$ cat src/rtl/apb_qspi_burst_bridge_if.sv
// APB bus bundle between the QSPI bridge and its completer.
// Requester drives the request side, completer the response side.
interface apb_qspi_burst_bridge_if #(
  parameter int DATA_WIDTH = 32,
  parameter int ADDR_WIDTH = 24
);
  localparam int LANES = DATA_WIDTH / 8;

  logic                  pclk;
  logic                  preset_n;
  logic [ADDR_WIDTH-1:0] paddr;
  logic                  psel;
  logic                  penable;
  logic                  pwrite;
  logic [DATA_WIDTH-1:0] pwdata;
  logic [LANES-1:0]      pstrb;
  logic [2:0]            pprot;
  logic                  pwakeup;
  logic [DATA_WIDTH-1:0] prdata;
  logic                  pready;
  logic                  pslverr;

  modport requester (
    output pclk, preset_n, paddr, psel,
    output penable, pwrite, pwdata, pstrb,
    output pprot, pwakeup,
    input  prdata, pready, pslverr
  );

  modport completer (
    input  pclk, preset_n, paddr, psel,
    input  penable, pwrite, pwdata, pstrb,
    input  pprot, pwakeup,
    output prdata, pready, pslverr
  );
endinterface

$ cat src/rtl/apb_qspi_burst_bridge.sv
// QSPI byte stream to APB word bridge with byte-strobe writes.
// Optional access timeout: define APB_BRIDGE_TIMEOUT_EN.
module apb_qspi_burst_bridge #(
  parameter int          DATA_WIDTH     = 32,
  parameter int          ADDR_WIDTH     = 24,
  parameter logic [7:0]  OP_READ        = 8'h40,
  parameter logic [7:0]  OP_WRITE       = 8'h41,
  parameter int          TIMEOUT_CYCLES = 1024
) (
  input  logic        clk,
  input  logic        rst_n,
  input  logic        start,
  input  logic        stop,
  input  logic        insn_valid,
  input  logic [7:0]  opcode,
  input  logic [23:0] addr,
  input  logic        wr_valid,
  input  logic [7:0]  wr_data,
  output logic        rd_mode,
  input  logic        rd_ready,
  output logic        rd_valid,
  output logic [7:0]  rd_data,
  input  logic        status_clear,
  output logic        err_sticky,
  output logic        overrun,
  apb_qspi_burst_bridge_if.requester apb
);
  localparam int LANES = DATA_WIDTH / 8;
  localparam int LB    = $clog2(LANES);
  localparam int AW    = ADDR_WIDTH;
  localparam int DW    = DATA_WIDTH;

  localparam logic [1:0] S_IDLE   = 2'd0;
  localparam logic [1:0] S_SETUP  = 2'd1;
  localparam logic [1:0] S_ACCESS = 2'd2;

  localparam logic [1:0] M_NONE = 2'd0;
  localparam logic [1:0] M_RD   = 2'd1;
  localparam logic [1:0] M_WR   = 2'd2;

  if (!(DATA_WIDTH == 16 || DATA_WIDTH == 32 ||
        DATA_WIDTH == 64) || ADDR_WIDTH > 24 ||
      TIMEOUT_CYCLES < 1) begin : g_bad_cfg
    $error("apb_qspi_burst_bridge: bad parameters");
  end

  logic [1:0]       state;
  logic [1:0]       mode;
  logic [AW-1:0]    ptr;
  logic [LB-1:0]    lane;
  logic [AW-1:0]    word_addr;
  logic [DW-1:0]    fill;
  logic [LANES-1:0] strb;
  logic [DW-1:0]    fill_n;
  logic [LANES-1:0] strb_n;
  logic             stage_valid;
  logic [DW-1:0]    stage_data;
  logic [LANES-1:0] stage_strb;
  logic [AW-1:0]    stage_addr;
  logic             rd_pend;
  logic             rd_iss;
  logic [LB-1:0]    rd_lane;
  logic [AW-1:0]    rd_addr;
  logic [DW-1:0]    rbuf;
  logic             rbuf_valid;
  logic [DW-1:0]    rd_word;

  logic wr_try;
  logic full_hand;
  logic stop_hand;
  logic hand;
  logic blocked;
  logic do_hand;
  logic wr_acc;
  logic rd_req;
  logic rd_hit;
  logic rd_miss;
  logic in_access;
  logic tmo;
  logic acc_done;
  logic wr_done;
  logic rd_done;
  logic issue_wr;
  logic issue_rd;
  logic err_set;

  assign lane      = ptr[LB-1:0];
  assign word_addr = {ptr[AW-1:LB], {LB{1'b0}}};
  assign rd_mode   = (mode == M_RD);

  assign wr_try    = wr_valid && (mode == M_WR);
  assign full_hand = wr_try && (lane == {LB{1'b1}});
  assign stop_hand = stop && (mode == M_WR) && (|strb_n);
  assign hand      = full_hand || stop_hand;
  assign blocked   = hand && stage_valid;
  assign do_hand   = hand && !stage_valid;
  assign wr_acc    = wr_try && !blocked;

  assign rd_req  = rd_ready && (mode == M_RD) && !rd_pend;
  assign rd_hit  = rd_req && rbuf_valid && (lane != '0);
  assign rd_miss = rd_req && !rd_hit;

  assign in_access = (state == S_ACCESS);
  assign acc_done  = in_access && (apb.pready || tmo);
  assign wr_done   = acc_done && apb.pwrite;
  assign rd_done   = acc_done && !apb.pwrite;
  assign issue_wr  = (state == S_IDLE) && stage_valid;
  assign issue_rd  = (state == S_IDLE) && !stage_valid &&
                     rd_pend && !rd_iss;
  assign rd_word   = tmo ? '1 : apb.prdata;
  assign err_set   = (acc_done && apb.pready && apb.pslverr) || tmo;

  assign apb.pclk     = clk;
  assign apb.preset_n = rst_n;
  assign apb.pprot    = 3'b000;
  assign apb.pwakeup  = 1'b0;

`ifdef APB_BRIDGE_TIMEOUT_EN
  localparam int TW = (TIMEOUT_CYCLES > 1) ?
                      $clog2(TIMEOUT_CYCLES) : 1;
  logic [TW-1:0] tcnt;

  assign tmo = in_access && !apb.pready &&
               (tcnt == TW'(TIMEOUT_CYCLES - 1));

  // Count cycles spent waiting in ACCESS
  always_ff @(posedge clk or negedge rst_n) begin
    if (!rst_n)          tcnt <= '0;
    else if (!in_access) tcnt <= '0;
    else                 tcnt <= tcnt + 1'b1;
  end
`else
  assign tmo = 1'b0;
`endif

  // Merge the incoming byte into the fill word
  always_comb begin
    fill_n = fill;
    strb_n = strb;
    if (wr_try) begin
      fill_n[{lane, 3'b000} +: 8] = wr_data;
      strb_n[lane] = 1'b1;
    end
  end

  // Framing, byte pointer and fill register
  always_ff @(posedge clk or negedge rst_n) begin
    if (!rst_n) begin
      mode <= M_NONE;
      ptr  <= '0;
      fill <= '0;
      strb <= '0;
    end else begin
      if (insn_valid) begin
        ptr <= addr[AW-1:0];
        if (opcode == OP_READ)       mode <= M_RD;
        else if (opcode == OP_WRITE) mode <= M_WR;
        else                         mode <= M_NONE;
      end else begin
        if (start) mode <= M_NONE;
        if (wr_acc || rd_req) ptr <= ptr + 1'b1;
      end
      if (start || do_hand) begin
        fill <= '0;
        strb <= '0;
      end else if (wr_acc) begin
        fill <= fill_n;
        strb <= strb_n;
      end
    end
  end

  // Single-entry write staging register
  always_ff @(posedge clk or negedge rst_n) begin
    if (!rst_n) begin
      stage_valid <= 1'b0;
      stage_data  <= '0;
      stage_strb  <= '0;
      stage_addr  <= '0;
    end else if (do_hand) begin
      stage_valid <= 1'b1;
      stage_data  <= fill_n;
      stage_strb  <= strb_n;
      stage_addr  <= word_addr;
    end else if (wr_done) begin
      stage_valid <= 1'b0;
    end
  end

  // Read requests, word buffer and byte return
  always_ff @(posedge clk or negedge rst_n) begin
    if (!rst_n) begin
      rd_pend    <= 1'b0;
      rd_iss     <= 1'b0;
      rd_lane    <= '0;
      rd_addr    <= '0;
      rbuf       <= '0;
      rbuf_valid <= 1'b0;
      rd_valid   <= 1'b0;
      rd_data    <= '0;
    end else begin
      rd_valid <= 1'b0;
      if (insn_valid || start) rbuf_valid <= 1'b0;
      if (rd_hit) begin
        rd_valid <= 1'b1;
        rd_data  <= rbuf[{lane, 3'b000} +: 8];
      end
      if (rd_miss) begin
        rd_pend <= 1'b1;
        rd_lane <= lane;
        rd_addr <= word_addr;
      end
      if (issue_rd) rd_iss <= 1'b1;
      if (rd_done) begin
        rd_pend    <= 1'b0;
        rd_iss     <= 1'b0;
        rbuf       <= rd_word;
        rbuf_valid <= 1'b1;
        rd_valid   <= 1'b1;
        rd_data    <= rd_word[{rd_lane, 3'b000} +: 8];
      end
    end
  end

  // APB requester state machine with registered outputs
  always_ff @(posedge clk or negedge rst_n) begin
    if (!rst_n) begin
      state       <= S_IDLE;
      apb.psel    <= 1'b0;
      apb.penable <= 1'b0;
      apb.pwrite  <= 1'b0;
      apb.paddr   <= '0;
      apb.pwdata  <= '0;
      apb.pstrb   <= '0;
    end else begin
      unique case (state)
        S_IDLE: begin
          if (issue_wr) begin
            state      <= S_SETUP;
            apb.psel   <= 1'b1;
            apb.pwrite <= 1'b1;
            apb.paddr  <= stage_addr;
            apb.pwdata <= stage_data;
            apb.pstrb  <= stage_strb;
          end else if (issue_rd) begin
            state      <= S_SETUP;
            apb.psel   <= 1'b1;
            apb.pwrite <= 1'b0;
            apb.paddr  <= rd_addr;
            apb.pwdata <= '0;
            apb.pstrb  <= '0;
          end
        end
        S_SETUP: begin
          state       <= S_ACCESS;
          apb.penable <= 1'b1;
        end
        S_ACCESS: begin
          if (acc_done) begin
            state       <= S_IDLE;
            apb.psel    <= 1'b0;
            apb.penable <= 1'b0;
          end
        end
        default: begin
          state       <= S_IDLE;
          apb.psel    <= 1'b0;
          apb.penable <= 1'b0;
        end
      endcase
    end
  end

  // Sticky status; a same-cycle set beats clear
  always_ff @(posedge clk or negedge rst_n) begin
    if (!rst_n) begin
      err_sticky <= 1'b0;
      overrun    <= 1'b0;
    end else begin
      err_sticky <= err_set || (err_sticky && !status_clear);
      overrun    <= blocked || (overrun && !status_clear);
    end
  end
endmodule

$ cat src/flat_wrapper.sv
// flat-port wrapper written by rule: the top's interface ports become plain ports
module apb_qspi_burst_bridge_flat 
#(
  parameter int          DATA_WIDTH     = 32,
  parameter int          ADDR_WIDTH     = 24,
  parameter logic [7:0]  OP_READ        = 8'h40,
  parameter logic [7:0]  OP_WRITE       = 8'h41,
  parameter int          TIMEOUT_CYCLES = 1024
)
  (clk, rst_n, start, stop, insn_valid, opcode, addr, wr_valid, wr_data, rd_mode, rd_ready, rd_valid, rd_data, status_clear, err_sticky, overrun, apb_pclk, apb_preset_n, apb_paddr, apb_psel, apb_penable, apb_pwrite, apb_pwdata, apb_pstrb, apb_pprot, apb_pwakeup, apb_prdata, apb_pready, apb_pslverr);
  apb_qspi_burst_bridge_if #(.DATA_WIDTH(DATA_WIDTH), .ADDR_WIDTH(ADDR_WIDTH)) apb_i ();
  input  logic clk;
  input  logic rst_n;
  input  logic start;
  input  logic stop;
  input  logic insn_valid;
  input  logic [7:0] opcode;
  input  logic [23:0] addr;
  input  logic wr_valid;
  input  logic [7:0] wr_data;
  output logic rd_mode;
  input  logic rd_ready;
  output logic rd_valid;
  output logic [7:0] rd_data;
  input  logic status_clear;
  output logic err_sticky;
  output logic overrun;
  output wire logic [$bits(apb_i.pclk)-1:0] apb_pclk;
  output wire logic [$bits(apb_i.preset_n)-1:0] apb_preset_n;
  output wire logic [$bits(apb_i.paddr)-1:0] apb_paddr;
  output wire logic [$bits(apb_i.psel)-1:0] apb_psel;
  output wire logic [$bits(apb_i.penable)-1:0] apb_penable;
  output wire logic [$bits(apb_i.pwrite)-1:0] apb_pwrite;
  output wire logic [$bits(apb_i.pwdata)-1:0] apb_pwdata;
  output wire logic [$bits(apb_i.pstrb)-1:0] apb_pstrb;
  output wire logic [$bits(apb_i.pprot)-1:0] apb_pprot;
  output wire logic [$bits(apb_i.pwakeup)-1:0] apb_pwakeup;
  input wire logic [$bits(apb_i.prdata)-1:0] apb_prdata;
  input wire logic [$bits(apb_i.pready)-1:0] apb_pready;
  input wire logic [$bits(apb_i.pslverr)-1:0] apb_pslverr;
  assign apb_pclk = apb_i.pclk;
  assign apb_preset_n = apb_i.preset_n;
  assign apb_paddr = apb_i.paddr;
  assign apb_psel = apb_i.psel;
  assign apb_penable = apb_i.penable;
  assign apb_pwrite = apb_i.pwrite;
  assign apb_pwdata = apb_i.pwdata;
  assign apb_pstrb = apb_i.pstrb;
  assign apb_pprot = apb_i.pprot;
  assign apb_pwakeup = apb_i.pwakeup;
  assign apb_i.prdata = apb_prdata;
  assign apb_i.pready = apb_pready;
  assign apb_i.pslverr = apb_pslverr;
  apb_qspi_burst_bridge #(.DATA_WIDTH(DATA_WIDTH), .ADDR_WIDTH(ADDR_WIDTH), .OP_READ(OP_READ), .OP_WRITE(OP_WRITE), .TIMEOUT_CYCLES(TIMEOUT_CYCLES)) u_core (.clk(clk), .rst_n(rst_n), .start(start), .stop(stop), .insn_valid(insn_valid), .opcode(opcode), .addr(addr), .wr_valid(wr_valid), .wr_data(wr_data), .rd_mode(rd_mode), .rd_ready(rd_ready), .rd_valid(rd_valid), .rd_data(rd_data), .status_clear(status_clear), .err_sticky(err_sticky), .overrun(overrun), .apb(apb_i));
endmodule
$ cat config.mk
export PLATFORM = sky130hd
export DESIGN_NAME = apb_qspi_burst_bridge_flat
export DESIGN_NICKNAME = d
export VERILOG_FILES = /design/src/rtl/apb_qspi_burst_bridge_if.sv /design/src/rtl/apb_qspi_burst_bridge.sv /design/src/flat_wrapper.sv
export SDC_FILE = /design/constraint.sdc
export NUM_CORES = 1
export LEC_CHECK = 0
export ABC_AREA = 1
export ABC_CLOCK_PERIOD_IN_PS = 3000
export CORE_ASPECT_RATIO = 1.4
export CORE_UTILIZATION = 57
export CTS_BUF_LIST = sky130_fd_sc_hd__clkbuf_4
export CTS_CLUSTER_SIZE = 25
export DETAILED_ROUTE_END_ITERATION = 10
export GPL_TIMING_DRIVEN = 0
export PLACE_DENSITY = 0.82
export SKIP_CTS_REPAIR_TIMING = 1
export SLEW_MARGIN = 0
export SYNTH_ARGS = -nofsm -noshare
export SYNTH_HDL_FRONTEND = slang
export SYNTH_SLANG_ARGS = --single-unit
$ cat constraint.sdc
create_clock -name clk -period 3 [get_ports clk]
set_input_delay 0.6 -clock clk [delete_from_list [all_inputs] [get_ports clk]]
set_output_delay 0.6 -clock clk [all_outputs]
set_load 0.05 [all_outputs]
==> impl_metrics.tcl, run 1 <==
set metrics [dict create \
    status "completed" \
    cp.arrival_ns 3.51 \
    reg2reg_slack_ns 0.18 \
    io_buffers 155 \
    core-area_mm2 0.0206 \
    syn-instance-count 1455 \
    fin_area_mm2 0.0148 \
    final_nets 1781 \
    syn-cell-area_mm2 0.0119 \
    route.detailed.drc 0 \
    yosysWarningCount 0 \
    initial_core_util_pct 58.1 \
    crit_required_ns 3.69 \
    areaGrowthSynthToFinish_pct 24.1 \
    fin_crit_ns 2.82 \
    drtIter0Drc 1044 \
    startpoint "u_core.ptr[1]" \
    place_inst 1873 \
    ios 163 \
    async_reset_ff_share_pct 100 \
    max_freq_ghz 0.354 \
    vias_per_cell 5.63 \
    fin_skew_ns 0.0365 \
    synth-seq-cells 254 \
    critPathKind "reg2reg" \
    design_power_total_uw 11800 \
    hp-class "in2reg" \
    stdcell_count 1996 \
    placed_cell_area_mm2 0.0139 \
    min_from "status_clear" \
    ys_types 37 \
    grt_max_degree 121 \
    dr_total_vias 11200 \
    start_kind "flip-flop" \
    globalplace.congestion 0.967 \
    num_rows 62 \
    synth-edff-count 0 \
    antenna_found_initial 1 \
    ys_seq_area_share_pct 53.2 \
    rsz0062_at_grt "no" \
    worstSetupEndpoint "u_core.rd_data[2]" \
    utilization_pct 72.1 \
    hold_viol 0 \
    cts_tree "yes" \
    grtUsageTotal_pct 31.4 \
    layout-drive-gt1-share_pct 10.4 \
    clk_pin_slew_ns 0.07 \
    worstSkewPairLatency_ns 0.79 \
    overflow 0 \
    finalCritPeriodShare_pct 94.0 \
    die_y_um 173 \
    powerDensity_mw_per_mm2 797 \
    slew_violations 0 \
    ant_nets 0 \
    die_w_um 124 \
    synth_area_per_cell_um2 8.21 \
    dieArea_mm2 0.0215 \
    r2r_end "u_core.rd_data[2]" \
    finalSetupTns_ns 0 \
    critPathCaptureType "flip-flop" \
    tightest_slew_ns 0.903 \
    drtPass1Iterations 5 \
    grt_pass1_vias 11200 \
    drv_cap 0 \
    p_leak_uw 0.00709 \
    synthFlopType "dfrtp_1" \
    slew_headroom_pct 39.6 \
    hpwl_um 23700 \
    rr_worst_depth 8 \
    wire_per_inst_um 16.7 \
    cp_max_fo 10 \
    rr_startpoint "u_core.ptr[1]" \
    setup_viol 0 \
    ir_drop_mv 0.460 \
    wl_um 33400 \
    grt_pass1_wl_um 54000 \
]
[cells in the mapped netlist, types with 9 or more instances]
cell type / n / area, um^2
a21oi_1: 14 / 70.1
a31oi_1: 25 / 156
buf_2: 28 / 140
buf_4: 9 / 67.6
buf_6: 11 / 124
clkbuf_1: 38 / 143
dfrtp_1: 254 / 6360
inv_1: 102 / 383
nand2_1: 442 / 1660
nand3_1: 132 / 661
nor2_1: 99 / 372
nor3_1: 12 / 60.1
o21ai_0: 180 / 901
o31ai_1: 19 / 143
[final cells by class]
cell class	instances	area, um^2
well taps	256	320
inverters	110	420
clock inverters	23	116
repair buffers	166	1740
multi-input cells	1004	4700
repair inverters	1	5.00
clock buffers	89	673
fillers	1625	5730
flip-flops and latches	254	6360
diodes	2	5.00
plain buffers	91	495
[worst min path at each step]
stage          slack, ns               endpoint  depth (start not counted)
6_report            0.41      u_core.err_sticky                          2
5_1_grt             0.38        u_core.rbuf[29]                          3
4_1_cts            -0.39  u_core.apb.pwdata[17]                          1
3_5_place_dp        0.45  u_core.apb.pwdata[14]                          1
3_3_place_gp        0.46        u_core.rbuf[18]                          2
2_1_floorplan       0.30   u_core.apb.paddr[10]                          0
[flip-flops by register name, summed over array words and instances (netlist names), 2 cells and up]
| name | cells |
|---|---|
| u_core.rd_addr | 22 |
| u_core.rd_lane | 2 |
| u_core.fill | 32 |
| u_core.rd_data | 8 |
| u_core.state | 2 |
| u_core.strb | 4 |
| u_core.apb.pstrb | 4 |
| u_core.stage_strb | 4 |
| u_core.apb.paddr | 22 |
| u_core.apb.pwdata | 32 |
| u_core.mode | 2 |
| u_core.rbuf | 32 |
| u_core.stage_addr | 22 |
| u_core.stage_data | 32 |
| u_core.ptr | 24 |
[cell usage in the layout, fill, tap and decap left out, drive strengths merged]
cell type | synthesis | layout
nand2 | 448 | 448
dfrtp | 254 | 254
o21ai | 186 | 186
clkdlybuf4s50 | 0 | 152
nand3 | 132 | 132
clkbuf | 39 | 128
inv | 108 | 108
nor2 | 101 | 101
buf | 53 | 61
a31oi | 25 | 25
clkinv | 2 | 22
o31ai | 20 | 20
a21oi | 15 | 15
nor3 | 12 | 12
o22ai | 8 | 8
o221ai | 8 | 8
o221a | 8 | 8
ha | 8 | 8
nand4 | 8 | 8
o21a | 6 | 6
a32o | 6 | 6
conb | 1 | 6
dlygate4sd3 | 0 | 3
clkinvlp | 0 | 3
diode | 0 | 2
o41ai | 2 | 2
xor2 | 2 | 2
nor4 | 2 | 2
dlymetal6s2s | 0 | 2
and3 | 1 | 1
bufinv | 0 | 1
[worst max-delay path: stages, from the launching register on]
cell	delay, ns
dfrtp_1	0.46
clkbuf_2	0.30
clkinvlp_4	0.20
ha_1	0.20
buf_2	0.18
inv_1	0.18
nand2_1	0.12
o31ai_2	0.77
o221a_2	0.34
[through the flow]
step                hold slack (ns)  setup slack, ns
CTS                          -0.390           -0.298
finish                        0.408            0.179
global route                  0.381           0.0115
global placement              0.458            -9.20
detailed placement            0.453           -0.265
floorplan                     0.304            0.612
[power breakdown]
part,leakage [uW],total (uW),switching (uW),internal (uW)
combinational,0.00339,4290,2880,1410
clock,0.000481,2910,1440,1470
sequential,0.00322,4620,479,4140
total,0.00709,11800,4790,7020
[cell families after synthesis]
kind of cell	count (synthesis)	synth area share [%]
other	1	0.0314
XOR/XNOR	2	0.147
AO/OA/AOI/OAI	284	13.9
buffers and inverters	202	7.63
flip-flops	254	53.2
adder cells (fa/ha/maj)	8	0.838
AND/OR/NAND/NOR	704	24.2
[routing by layer]
metal | GRT usage [%] | vias to the layer above | part of all wire (%)
met3 | 4.48 | 135 | 5.8
met4 | 19.4 | 0 | 5.7
li1 | - | 5284 | -
met5 | 0 | - | 0
met1 | 38.0 | 5296 | 39
met2 | 53.0 | 521 | 50
Note: power is estimated with default switching activity, not from simulation.
==> run 2: changes to the inputs <==
--- a/constraint.sdc
+++ b/constraint.sdc
@@ -3,2 +3,2 @@
 set_output_delay 0.6 -clock clk [all_outputs]
-set_load 0.05 [all_outputs]
+set_load 0.02 [all_outputs]
==> impl_metrics.tcl, run 2 (same netlist as run 1, synthesis figures left out) <==
set metrics [dict create \
    comb_power_share_pct 30.3 \
    areaGrowthSynthToFinish_pct 23.3 \
    powerDensity_mw_per_mm2 732 \
    hp-class "in2async" \
    fin_skew_ns 0.0406 \
    worstSetupEndpoint "apb_pclk" \
    critPathKind "clk2out" \
    globalplace.congestion 0.967 \
    ir_drop_mv 0.393 \
    slew_headroom_pct 39.3 \
    wire_per_inst_um 16.7 \
    core-area_mm2 0.0206 \
    layout_commonest_cell "nand2_1" \
    intPower_uw 7020 \
    multi_input_area_mm2 0.00470 \
    critical-path-max-stage-delay_ns 0.53 \
    finalSetupTns_ns 0 \
    setup_viol 0 \
    route.detailed.drc 0 \
    initial_core_util_pct 58.1 \
    slew_violations 0 \
    crit_family "buffers and inverters" \
    start_kind "clock port" \
    dieArea_mm2 0.0215 \
    die_y_um 173 \
    fin_area_mm2 0.0147 \
    cp.depth 4 \
    crit_chain "clkbuf_4, clkbuf_4, buf_4, clkdlybuf4s50_1" \
    rr_startpoint "u_core.ptr[1]" \
    clkPwrFrac_pct 26.8 \
    stdcell_count 1991 \
    crit_required_ns 2.40 \
    placed_cell_area_mm2 0.0139 \
    reg2reg_slack_ns 0.17 \
    critPathCaptureType "output pin" \
    grt_pass1_wl_um 54000 \
    power_frac_seq_pct 42.8 \
    rr_worst_depth 8 \
    hold_slack_ns -0.135 \
    r2r_end "u_core.rd_data[2]" \
    place_inst 1873 \
    antenna_found_initial 1 \
    overflow 0 \
    cp.arrival_ns 2.38 \
    num_rows 62 \
    wl_um 33200 \
    grt_pass1_vias 11200 \
    vias_per_cell 5.65 \
    grt_max_degree 121 \
    slowest_stage "clkdlybuf4s50_1" \
    violations "hold timing" \
    crit_top_cell "clkbuf_4" \
    hold_viol 234 \
    ios 163 \
    tightest_slew_ns 0.907 \
    grtUsageTotal_pct 31.4 \
    cp_max_fo 4 \
    nFillCells 1645 \
    worstSkewPairLatency_ns 0.80 \
    status "complete, but fails checks" \
    p_leak_uw 0.00702 \
    cts_tree "yes" \
    drtIter0Drc 1035 \
    cp.buffers_inverters 4 \
    hpwl_um 23700 \
    layout-drive-gt1-share_pct 10.3 \
    utilization_pct 71.6 \
    ant_nets 0 \
    final_cell_mix "nand2_1 (442), dfrtp_1 (254), o21ai_0 (180)" \
    final_nets 1776 \
    io_buffers 155 \
    dr_total_vias 11200 \
    die_w_um 124 \
    startpoint "clk" \
    drv_cap 0 \
    drtPass1Iterations 8 \
    clk_pin_slew_ns 0.07 \
    ff_latch_area_mm2 0.00636 \
    p_switching_uw 3760 \
    swShare_pct 34.8 \
]
-- run 2: changes by cell type in the layout (fill, tap and decap cells not counted), sizes merged --
cell / previous run / this run
clkdlybuf4s50: 152 / 154
dlygate4sd3: 3 / 1
dlymetal6s2s: 2 / 0
buf: 61 / 59
clkbuf: 128 / 127
-- run 2: metrics by stage --
stage                     power [uW]  worst slack (ns)
after floorplan                 6350             0.612
after CTS                      10800            -0.298
after global placement          7870             -9.20
after detailed placement        7960            -0.265
after global routing           11400          -0.00264
final                          10800            0.0181
-- run 2: routing by layer --
metal	up-vias	share of wire (%)	GRT usage, %
met3	123	5.9	4.48
met2	535	50	53.0
li1	5271	-	-
met4	0	5.4	19.4
met5	-	0	0
met1	5316	39	38.0
-- run 2: area by class of cell --
cell class,instances,area share [%]
diodes,2,0.0340
repair buffers,161,11.1
clock buffers,89,4.55
repair inverters,1,0.0340
flip-flops and latches,254,43.2
well taps,256,2.17
inverters,110,2.85
clock inverters,23,0.790
multi-input cells,1004,31.9
plain buffers,91,3.36
-- run 2: worst min path at each step --
stage | to | slack (ns) | cells after the start | startpoint
floorplan | u_core.apb.paddr[10] | 0.30 | 0 | rst_n
global placement | u_core.rbuf[18] | 0.46 | 2 | u_core.rbuf[18]
detailed placement | u_core.apb.pwdata[14] | 0.45 | 1 | rst_n
CTS | u_core.apb.pwdata[17] | -0.39 | 1 | rst_n
global route | u_core.stage_data[14] | -0.09 | 2 | rst_n
finish | u_core.stage_data[15] | -0.13 | 2 | rst_n
-- run 2: worst register-to-register path, stage by stage (launching register included) --
cell and delay [ns]:
dfrtp_1 0.47, clkbuf_2 0.31, clkinvlp_4 0.20, ha_1 0.20, buf_2 0.18, inv_1 0.18
nand2_1 0.12, o31ai_2 0.77, o221a_2 0.34
-- run 2: power groups by stage --
stage | clock [uW] | sequential, uW | combinational, uW
final | 2890 | 4620 | 3270
after global routing | 3120 | 4690 | 3550
after CTS | 2910 | 4610 | 3250
after detailed placement | 63.2 | 4660 | 3240
after global placement | 63.2 | 4640 | 3160
after floorplan | 38.9 | 5080 | 1240
==> run 3: changes to the inputs <==
Settings changed: CORE_UTILIZATION 57 to 40, PLACE_DENSITY 0.82 to unset.
==> impl_metrics.tcl, run 3 (same netlist as run 1, synthesis figures left out) <==
set metrics [dict create \
    crit_required_ns 2.40 \
    globalplace.congestion 0.895 \
    initial_core_util_pct 40.8 \
    critPathCaptureType "output pin" \
    grt_pass1_vias 10800 \
    grt_max_degree 121 \
    cp_max_fo 4 \
    final_nets 1783 \
    vias_per_cell 5.12 \
    die_y_um 206 \
    layout-drive-gt1-share_pct 10.7 \
    worstSkewPairLatency_ns 0.84 \
    drv_cap 0 \
    antenna_found_initial 1 \
    critPathKind "clk2out" \
    setup_viol 0 \
    io_buffers 155 \
    hold_viol 0 \
    fin_skew_ns 0.0209 \
    status "completed" \
    final_cell_mix "nand2_1 (442), dfrtp_1 (254), o21ai_0 (180)" \
    rsz0062_at_grt "no" \
    cts_tree "yes" \
    wl_met1_um 14700 \
    drtPass1Iterations 5 \
    hp-class "in2reg" \
    core-area_mm2 0.0293 \
    p_leak_uw 0.00708 \
    ir_drop_mv 0.333 \
    route.detailed.drc 0 \
    clk_pin_slew_ns 0.06 \
    dr_total_vias 10800 \
    tightest_slew_ns 0.964 \
    slew_headroom_pct 35.4 \
    routed.top_layer "met4" \
    ant_nets 0 \
    ios 163 \
    cp.arrival_ns 2.37 \
    design_power_total_uw 10800 \
    dieArea_mm2 0.0306 \
    drtIter0Drc 793 \
    grt_pass1_wl_um 56800 \
    grtUsageTotal_pct 24.0 \
    start_kind "clock port" \
    wire_per_inst_um 17.0 \
    slew_violations 0 \
    wl_met3_um 1840 \
    powerDensity_mw_per_mm2 719 \
    areaGrowthSynthToFinish_pct 25.7 \
    overflow 0 \
    wl_um 35900 \
    wl_met2_um 17800 \
    hpwl_um 26000 \
    hold_slack_ns 0.348 \
    die_w_um 148 \
    layout_commonest_cell "nand2_1" \
    num_rows 74 \
]
## run 3: changes by cell type in the layout (fill, tap and decap cells not counted), sizes merged
cell and delta:
clkinvlp +1, clkinv -3, buf +4, dlygate4sd3 +1
## run 3: per-stage QoR
| stage | worst slack [ns] | area (um^2) | setup TNS, ns | util (%) | cells |
|---|---|---|---|---|---|
| 2_1_floorplan | 0.612 | 12000 | 0 | - | 1460 |
| 3_3_place_gp | -9.86 | 14000 | -2549.77 | 47.8 | 1995 |
| 3_5_place_dp | -0.452 | 14100 | -42.63 | 48.0 | 1997 |
| 4_1_cts | -0.492 | 14800 | -46.23 | 50.6 | 2105 |
| 5_1_grt | 0.0113 | 15000 | 0 | 51.3 | 2118 |
| 6_report | 0.0348 | 15000 | 0 | 51.3 | 2118 |
## run 3: cell type report
class                   count  area, um^2
diodes                      2        5.00
plain buffers              91         498
clock buffers              88         663
clock inverters            21         114
fillers                  2929       14200
inverters                 110         420
multi-input cells        1004        4710
flip-flops and latches    254        6360
well taps                 380         475
repair buffers            167        1770
repair inverters            1        5.00
## run 3: worst paths after layout
kind | from | to | slack, ns | cells past startpoint
min in group asynchronous | rst_n | u_core.stage_data[10] | 0.42 | 3
max in group asynchronous | rst_n | u_core.rbuf[31] | 1.58 | 5
hold reg to reg | u_core.rbuf[20] | u_core.rbuf[20] | 0.48 | 2
hold / removal | apb_prdata[10] | u_core.rbuf[10] | 0.35 | 3
setup reg to reg | u_core.ptr[1] | u_core.rd_data[4] | 0.13 | 8
setup / recovery | clk | apb_pclk | 0.03 | 4
## run 3: worst max-delay path: stages
cell and delay, ns:
clkbuf_4 0.11, clkbuf_4 0.12, buf_4 0.12, clkdlybuf4s50_1 0.52
## run 3: report_power, final
group	internal [uW]	total (uW)	leakage (uW)	switching, uW
Sequential	4140	4630	0.00322	494
Clock	1460	2890	0.000465	1430
Combinational	1420	3280	0.00340	1850
Total	7020	10800	0.00708	3780
## run 3: metal layers
metal  up-vias  global-route usage [%]
met5         -                       0
met4         0                    11.7
met3        85                    4.08
met2       358                    41.2
met1      5109                    29.2
li1       5284                       -
